==> src/rtl/mioc_zbus_master_pkg.sv <==
// Shared definitions for the MIOC Z80-side bus master: command encodings as
// seen on CMD_TYPE, FSM state encodings, and small command-class helpers.
package mioc_zbus_master_pkg;

   typedef enum logic [2:0] {
      CMD_MEM_RD = 3'd0,
      CMD_MEM_WR = 3'd1,
      CMD_FETCH  = 3'd2,
      CMD_IO_RD  = 3'd3,
      CMD_IO_WR  = 3'd4
   } cmd_t;

   typedef enum logic [2:0] {
      ST_IDLE  = 3'd0,
      ST_T1    = 3'd1,
      ST_T2    = 3'd2,
      ST_TW    = 3'd3,
      ST_T3    = 3'd4,
      ST_T4    = 3'd5,
      ST_BUSAK = 3'd6
   } state_t;

   // Unused encodings 5..7 collapse onto a plain memory read.
   function automatic cmd_t decode_cmd(input logic [2:0] raw);
      cmd_t c;
      case (raw)
         3'd1:    c = CMD_MEM_WR;
         3'd2:    c = CMD_FETCH;
         3'd3:    c = CMD_IO_RD;
         3'd4:    c = CMD_IO_WR;
         default: c = CMD_MEM_RD;
      endcase
      return c;
   endfunction

   function automatic logic cmd_is_read(input cmd_t c);
      return (c == CMD_MEM_RD) || (c == CMD_FETCH) || (c == CMD_IO_RD);
   endfunction

   function automatic logic cmd_is_io(input cmd_t c);
      return (c == CMD_IO_RD) || (c == CMD_IO_WR);
   endfunction

endpackage

==> src/rtl/mioc_zbus_master_rfsh_cnt.sv <==
// Refresh address counter (the Z80 R register), wrapping modulo 2^BITS.
//   clk_sys : clock
//   clr     : synchronous clear, wins over inc
//   inc     : advance by one
//   cnt     : current refresh address
module mioc_rfsh_cnt #(
   parameter int BITS = 7
) (
   input  logic            clk_sys,
   input  logic            clr,
   input  logic            inc,
   output logic [BITS-1:0] cnt
);

   always_ff @(posedge clk_sys) begin
      if (clr)
         cnt <= '0;
      else if (inc)
         cnt <= cnt + BITS'(1);
   end

endmodule

==> src/rtl/mioc_zbus_master.sv <==
// Z80-side bus-cycle initiator for the MIOC bus. A one-deep command port
// launches T-state accurate memory, opcode-fetch/refresh and I/O cycles;
// WAIT_N stretches cycles and BUSRQ_N/BUSAK_N hand the bus away while idle.
//   B_PHI, RESET                        : clock, synchronous active-high reset
//   CMD_VALID/READY/TYPE/ADDR/WDATA     : command request port
//   RSP_VALID, RSP_RDATA                : completion pulse and read data
//   BA, ADDR_OE, BD_OUT, BD_OE, BD_IN   : address and data bus
//   BMREQ_N IORQ_N BRD_N N_BWR BM1_N BRFSH_N : bus strobes
//   WAIT_N, BUSRQ_N, BUSAK_N            : wait and bus arbitration
//
// state | meaning
// IDLE  | bus parked, command or bus request may be taken
// T1    | address phase
// T2    | strobe phase, WAIT_N sampled at its end (after forced I/O waits)
// TW    | wait state (forced I/O waits, then while WAIT_N low)
// T3    | read data captured at its end; refresh starts here for fetches
// T4    | fetch only: refresh tail, R advances at its end
// BUSAK | bus released to an external master
module mioc_zbus_master
   import mioc_zbus_master_pkg::*;
#(
   parameter int RFSH_BITS = 7,
   parameter int IO_WAITS  = 1
) (
   input  logic        B_PHI,
   input  logic        RESET,
   input  logic        CMD_VALID,
   output logic        CMD_READY,
   input  logic [2:0]  CMD_TYPE,
   input  logic [15:0] CMD_ADDR,
   input  logic [7:0]  CMD_WDATA,
   output logic        RSP_VALID,
   output logic [7:0]  RSP_RDATA,
   output logic [15:0] BA,
   output logic        ADDR_OE,
   output logic [7:0]  BD_OUT,
   output logic        BD_OE,
   input  logic [7:0]  BD_IN,
   output logic        BMREQ_N,
   output logic        IORQ_N,
   output logic        BRD_N,
   output logic        N_BWR,
   output logic        BM1_N,
   output logic        BRFSH_N,
   input  logic        WAIT_N,
   input  logic        BUSRQ_N,
   output logic        BUSAK_N
);

   localparam int WCNT_W = (IO_WAITS < 2) ? 1 : $clog2(IO_WAITS + 1);

   state_t                 state, state_nxt;
   cmd_t                   cmd_q, cmd_in;
   logic [15:0]            addr_q;
   logic [7:0]             wdata_q;
   logic [7:0]             rdata_q;
   logic [WCNT_W-1:0]      wcnt;
   logic                   rsp_q;
   logic                   accept;
   logic [RFSH_BITS-1:0]   rfsh;

   assign CMD_READY = (state == ST_IDLE) && BUSRQ_N && !RESET;
   assign accept    = CMD_VALID && CMD_READY;
   assign cmd_in    = decode_cmd(CMD_TYPE);
   assign RSP_VALID = rsp_q;
   assign RSP_RDATA = rdata_q;

   mioc_rfsh_cnt #(.BITS(RFSH_BITS)) u_rfsh (
      .clk_sys (B_PHI),
      .clr     (RESET),
      .inc     (state == ST_T4),
      .cnt     (rfsh)
   );

   always_ff @(posedge B_PHI) begin
      if (RESET)
         state <= ST_IDLE;
      else
         state <= state_nxt;
   end

   // wcnt holds the forced I/O waits still owed; WAIT_N only counts once it
   // has reached zero.
   always_ff @(posedge B_PHI) begin
      if (RESET) begin
         cmd_q   <= CMD_MEM_RD;
         addr_q  <= '0;
         wdata_q <= '0;
         rdata_q <= '0;
         wcnt    <= '0;
         rsp_q   <= 1'b0;
      end else begin
         // Leaving T3 completes every cycle type: IDLE for mem/I/O, T4 for fetch.
         rsp_q <= (state == ST_T3);
         if (accept) begin
            cmd_q   <= cmd_in;
            addr_q  <= CMD_ADDR;
            wdata_q <= CMD_WDATA;
            wcnt    <= cmd_is_io(cmd_in) ? WCNT_W'(IO_WAITS) : '0;
         end else if ((state == ST_T2 || state == ST_TW) && wcnt != '0) begin
            wcnt <= wcnt - WCNT_W'(1);
         end
         if (state == ST_T3 && cmd_is_read(cmd_q))
            rdata_q <= BD_IN;
      end
   end

   always_comb begin
      state_nxt = state;
      BA        = addr_q;
      ADDR_OE   = 1'b1;
      BD_OUT    = wdata_q;
      BD_OE     = 1'b0;
      BMREQ_N   = 1'b1;
      IORQ_N    = 1'b1;
      BRD_N     = 1'b1;
      N_BWR     = 1'b1;
      BM1_N     = 1'b1;
      BRFSH_N   = 1'b1;
      BUSAK_N   = 1'b1;
      case (state)
         ST_IDLE: begin
            if (!BUSRQ_N)
               state_nxt = ST_BUSAK;
            else if (CMD_VALID)
               state_nxt = ST_T1;
         end
         ST_T1: begin
            state_nxt = ST_T2;
            case (cmd_q)
               CMD_FETCH:  begin BM1_N = 1'b0; BMREQ_N = 1'b0; BRD_N = 1'b0; end
               CMD_MEM_RD: begin BMREQ_N = 1'b0; BRD_N = 1'b0; end
               CMD_MEM_WR: begin BMREQ_N = 1'b0; BD_OE = 1'b1; end
               CMD_IO_WR:  BD_OE = 1'b1;
               default:    ;
            endcase
         end
         ST_T2, ST_TW: begin
            if (wcnt != '0 || !WAIT_N)
               state_nxt = ST_TW;
            else
               state_nxt = ST_T3;
            case (cmd_q)
               CMD_FETCH:  begin BM1_N = 1'b0; BMREQ_N = 1'b0; BRD_N = 1'b0; end
               CMD_MEM_RD: begin BMREQ_N = 1'b0; BRD_N = 1'b0; end
               CMD_MEM_WR: begin BMREQ_N = 1'b0; N_BWR = 1'b0; BD_OE = 1'b1; end
               CMD_IO_RD:  begin IORQ_N = 1'b0; BRD_N = 1'b0; end
               CMD_IO_WR:  begin IORQ_N = 1'b0; N_BWR = 1'b0; BD_OE = 1'b1; end
               default:    ;
            endcase
         end
         ST_T3: begin
            state_nxt = (cmd_q == CMD_FETCH) ? ST_T4 : ST_IDLE;
            case (cmd_q)
               CMD_FETCH:  begin BA = 16'(rfsh); BMREQ_N = 1'b0; BRFSH_N = 1'b0; end
               CMD_MEM_RD: begin BMREQ_N = 1'b0; BRD_N = 1'b0; end
               CMD_MEM_WR: begin BMREQ_N = 1'b0; N_BWR = 1'b0; BD_OE = 1'b1; end
               CMD_IO_RD:  begin IORQ_N = 1'b0; BRD_N = 1'b0; end
               CMD_IO_WR:  begin IORQ_N = 1'b0; N_BWR = 1'b0; BD_OE = 1'b1; end
               default:    ;
            endcase
         end
         ST_T4: begin
            state_nxt = ST_IDLE;
            BA        = 16'(rfsh);
            BRFSH_N   = 1'b0;
         end
         ST_BUSAK: begin
            ADDR_OE = 1'b0;
            BUSAK_N = 1'b0;
            if (BUSRQ_N)
               state_nxt = ST_IDLE;
         end
         default: state_nxt = ST_IDLE;
      endcase
   end

endmodule

==> config.mk <==
export PLATFORM = sky130hd
export DESIGN_NAME = mioc_zbus_master
export DESIGN_NICKNAME = d
export VERILOG_FILES = /design/src/rtl/mioc_zbus_master_pkg.sv /design/src/rtl/mioc_zbus_master_rfsh_cnt.sv /design/src/rtl/mioc_zbus_master.sv
export SDC_FILE = /design/constraint.sdc
export NUM_CORES = 1
export LEC_CHECK = 0
export ABC_AREA = 1
export ABC_CLOCK_PERIOD_IN_PS = 1360
export CAP_MARGIN = 10
export CORE_ASPECT_RATIO = 1.1
export CORE_MARGIN = 2
export CORE_UTILIZATION = 39
export CTS_CLUSTER_SIZE = 14
export DETAILED_ROUTE_END_ITERATION = 12
export GPL_TIMING_DRIVEN = 0
export PLACE_DENSITY = 0.78
export SYNTH_ARGS = -nofsm -noshare
export SYNTH_HDL_FRONTEND = slang
export SYNTH_HIERARCHICAL = 1
export SYNTH_SLANG_ARGS = --single-unit
==> constraint.sdc <==
create_clock -name B_PHI -period 1.36 [get_ports B_PHI]
set_clock_uncertainty 0.05 [all_clocks]
set_input_delay 0.272 -clock B_PHI [delete_from_list [all_inputs] [get_ports B_PHI]]
set_output_delay 0.272 -clock B_PHI [all_outputs]
set_load 0.05 [all_outputs]
======== After elaboration in Yosys (flattened, before gate mapping) ========
Index checks and enable logic that the tools add are counted.
word-level totals
  bits in registers ....................... 47
  input port bits ......................... 40
  logic and storage cells ................. 82
operators by class
  add/sub/neg operators ................... 2
  equality and inequality tests ........... 18
  muxes and demuxes ....................... 28
  reduce and logical (&&, ||, !) cells .... 26
operators with widths
  kind                                                 count
  case mux 16 bit (2 select lines)                     1
  equality test 3 x 2 -> 1 bit, second input constant  7
  equality test 3 bit, second input constant           6
  two-way mux 1 bit                                    17
  two-way mux 16 bit                                   1
  two-way mux 3 bit                                    5
  case mux 3 bit (5 select lines)                      1
  case mux 3 bit (4 select lines)                      1
  OR reduction 3 bit                                   4
  OR reduction 2 bit                                   5
  equality test 3 x 1 -> 1 bit, second input constant  3
  adder 7 x 1 -> 7 bit, second input constant          1
  zero test 3 bit                                      2
  logical AND 1 bit                                    5
  logical OR 1 bit                                     5
  OR reduction 4 bit                                   1
  != test 3 bit, second input constant                 1
  case mux 1 bit (3 select lines)                      1
  zero test 1 bit                                      2
  != test 2 bit, second input constant                 1
  case mux 1 bit (2 select lines)                      1
  AND reduction 2 bit                                  1
  nonzero test 2 bit                                   1
  subtractor 1 bit, second input constant              1

======== Depth between registers and ports, before layout ========
  depth after elaboration ................. 6
  gate-level depth with buffers ........... 9
  depth with buffers taken out ............ 9

======== By module ========
Netlist, hierarchy kept.
by module, submodules not included
  module            instances  cells each  area each (µm²)  seq. area each (µm²)
  mioc_zbus_master  1          284         1,864.3          800.8
  mioc_rfsh_cnt     1          43          314.1            140.1

======== Worst setup path after synthesis ========
Ideal clock, no wire load.
  path kind ............................... reg-to-output
  from .................................... reg state[1]
  to ...................................... out BD_OE
  arrival time ............................ 1,801 ps
  path slack .............................. -763 ps
  cell stages (with the launch flop) ...... 7
  path buffers ............................ 0
  cell sequence ........................... dfxtp_1 inv_1 nand2_1 nand2_1 nand2_1 inv_1 nor3_1
between the ends
  word-level cells in the longest chain between the ends .. 3
  elaborated cells on any way between the ends .. 6
RTL lines
  element                                            line                     source
  start, declared                                    mioc_zbus_master.sv:52   state_t state, state_nxt;
  start signal, assigned                             mioc_zbus_master.sv:79   state <= state_nxt;
  equality test 3 bit, or another cell as far along  mioc_zbus_master.sv:121  case (state)
  OR reduction 4 bit (no line) (*)                   -
  two-way mux 1 bit (*)                              -
  end, declared                                      mioc_zbus_master.sv:37   output logic BD_OE,
Every way passes the cells marked *; elsewhere a longest branch is shown, timed or not.

======== Worst setup path in the final report ========
  from .................................... reg state[1]
  to ...................................... out BA[3]
between the ends
  word-level cells in the longest chain between the ends .. 2
  elaborated cells on any way between the ends .. 3
RTL lines
  element                               line                     source
  equality test 3 bit                   mioc_zbus_master.sv:121
  case mux 16 bit (2 select lines) (*)  mioc_zbus_master.sv:121
  end, declared                         mioc_zbus_master.sv:34   output logic [15:0] BA,
Marks and branches as above.

==> impl_results.md <==
* Outcome: finished with violations
* Failing checks: setup timing
* Least-Margin Pin Slew at approximately 300 ps
* Hold slack at 214 ps
* Max Cap Violations at 0
* Cell Rows at 28
* PwrDens at 1110 nW/µm²
* Number of DRC violations after detailed-routing iteration 0 at 170
* First-pass GRT wire length at between 10000 and 15000 µm
* Critical path's largest stage delay at 380 ps
* Die W at 75.3 µm
* Die H at 82.4 µm
* Total number of H-tree levels at 2
* Worst path depth at 9
* Fillers at 419
* Hold_buf cts at 0
* Core area at 5400 µm²
* Top cells by area, synth: dfxtp_1, nand2_1, o21ai_0
* Leak at 1.69 nW
* Internal cell power at approximately 0.0027 W
* Sequential share of the synthesized area at 0.432
* R2R cell count at 8
* VDD IR max at 0.000725 V
* CTS tree: built
* Switching Fraction at 0.389
* GRT busiest layer: met2
* Starting density of the core at 0.404
* CP Capture Type: primary output
* WP data arrival at between 1500 and 2000 ps
* Via count at 2538
* GRT overflow at 0
* CTS root buf: clkbuf_8
* WHS Path Cells at 2
* Multi-input logic area at 1380 µm²
* Syn avg cell area at 6.66 µm²
* All-Layer GR Usage at 0.224
* RSZ-0062 raised after global routing: yes
* Largest net degree at the start of global routing at 15
* P&R area growth vs syn at 81.7%
* Hold Vio Cnt, Final at 0
* I/O Pins at 83
* Final wirelength at 7340 µm
* Setup Crit Path Kind: flip-flop to primary output
* Synthesized net count at 368
* Register area at ~960 µm²
* Layout cells sized above 1 at 0.362
* Worst-path cell chain: nor2_4 -> nand2_4 -> inv_4 -> nand2_8 -> nand2_8 -> buf_12 -> nand2_8 -> nand2_8 -> buf_8
* DR WL/cell at 14.0 µm
* Slowest cell on the critical path: dfxtp_4
* Synthesized instance count at approximately 330
* Total chip power at 0.00439 W
* RePlAce Congestion at 0.843
* Setup Total Neg Slack at -18980 ps
* Synth unique cells at 23
* Comb pwr share at 0.433
* Most frequent CP cell: nand2_8
* Psw at 0.00171 W
* Clock buffer depth at 2
* Synth area leader: dfxtp_1
* Vias in the first global route at 2415
* Crit Path Max Fanout at 5
* GR Util met2 at 0.404
* Number of placed instances, taps included at 484
* Final setup margin at -578 ps
* Met3 Use GR at 0.0485
* Fin cells at approximately 520
* Placed cell areas at between 3000 and 4000 µm²
* Synth warn at 6
* Initial antenna violation count at 0
* Worst EP required at 1040 ps
* Drt drc at 0
* Clock share of power at 0.202
* ANT nets after route at 0
* Max Slew Vio Count at 0
* Buffers on Ports at 82
* Ant diodes at 0
* Sequential power share at 0.365
* CTS Buf Count at 5
* Slew margin rel. at 0.800
* Startpoint class of the critical path: flip-flop
* Final period util at 1.43
* Die ar. at 6200 µm²
* Post-DP HPWL at between 4000 and 5000 µm
* Post-synth top area share at 0.432
* Worst-path clk slew at 90 ps
* Detailed-route vias per instance at 4.85
* Post-Syn Area at approximately 2200 µm²
* Fmax at 516 MHz
* Setup Viol. Count Final at 62
* Final #Nets at 488
* Skew-Pair Late Insertion Delay at 300 ps
* Met1 usage at 0.256
* Buf+Inv Stages, Crit Path at 3
* Family with the most delay on the worst path: simple AND/OR/NAND/NOR gates
* Post-synthesis register bit count at 47
* Final Instance Area at 3960 µm²
* Worst hold path type: input port to flip-flop
* DR pass1 iterations at 5
* Clock net sink count at 47
* Tmin final at about 1900 ps
[path summary, 6_finish.rpt]
kind / slack, ps / start / to
max: -580 / state[1]$_SDFFE_PP0P_ / BA[3]
min: 210 / RESET / state[0]$_SDFFE_PP0P_
max reg2reg: -300 / state[1]$_SDFFE_PP0P_ / BD_OUT[0]$_SDFFE_PP0P_
min reg2reg: 420 / addr_q[12]$_SDFFE_PP0P_ / addr_q[12]$_SDFFE_PP0P_
[state kept, by name, indices dropped and copies added, names as in the netlist]
register	count
BD_OUT	8
RSP_RDATA	8
addr_q	16
state	3
RSP_VALID	1
wcnt	1
u_rfsh/cnt	7
cmd_q	3
[per-layer routing]
metal  up-vias  part of all wire
li1       1260                 -
met1      1177              0.38
met3        15             0.061
met2        86              0.54
met5         -                 0
met4         0             0.021
[per-stage QoR]
step / utilization / setup WS, ps
floorplan: - / -172
global placement: 0.610 / -1030
detailed placement: 0.610 / -1030
CTS: 0.706 / -517
global route: 0.734 / -623
finish: 0.734 / -578
[cells in the final DEF (no fill, tap or decap), types with 10 or more instances in the layout]
cell type,n
buf_2,15
buf_4,23
buf_6,23
buf_8,11
clkdlybuf4s50_1,38
dfxtp_1,42
inv_1,26
nand2_1,87
nand2_4,10
nand3_1,11
nor2_1,33
nor2_4,13
o21ai_0,17
o21ai_1,19
[cell usage after synthesis]
library cell,count
a21oi_1,6
inv_1,35
inv_2,4
nand2_2,4
buf_4,4
nand2_1,104
or2_2,1
nand2_4,1
clkbuf_1,3
o21ai_0,37
nor2_4,4
nand3_1,17
nand4_2,1
nor3_1,2
buf_6,1
o21ai_1,2
ha_1,1
buf_2,3
o21a_1,1
nand4_1,2
o211ai_1,1
nor2_1,46
dfxtp_1,47
[power groups by stage]
stage          clock network (W)  logic (W)  registers, W
3_3_place_gp                   0    0.00144       0.00162
3_5_place_dp                   0    0.00145       0.00162
4_1_cts                 0.000896    0.00172       0.00159
2_1_floorplan                  0   0.000797       0.00180
5_1_grt                 0.000949    0.00201       0.00162
6_report                0.000887    0.00190       0.00160
[cell type report]
type / instances / share of cell area
sequential: 47 / 0.242
buffer: 11 / 0.0329
inverter: 39 / 0.0452
timing repair buffer: 111 / 0.285
tap: 75 / 0.0237
multi-input combinational: 232 / 0.347
clock buffer: 7 / 0.0218
clock inverter: 1 / 0.00221
[repair_timing]
item | in CTS | in global routing
resized for setup | 289 | 82
buffers inserted | 14 | 11
setup endpoints to repair | 84 | 81
gates cloned | 5 | 3
pin swaps | 6 | 9
[kinds of logic (layout without fill, tap and decap cells)]
family,Yosys count,in the layout,share of synthesized area
compound gates,47,47,0.110
fa+ha+maj,1,1,0.00574
flops,47,47,0.432
simple gates,182,184,0.354
buf+inv,50,169,0.0982
(Power assumes the default switching activity.)
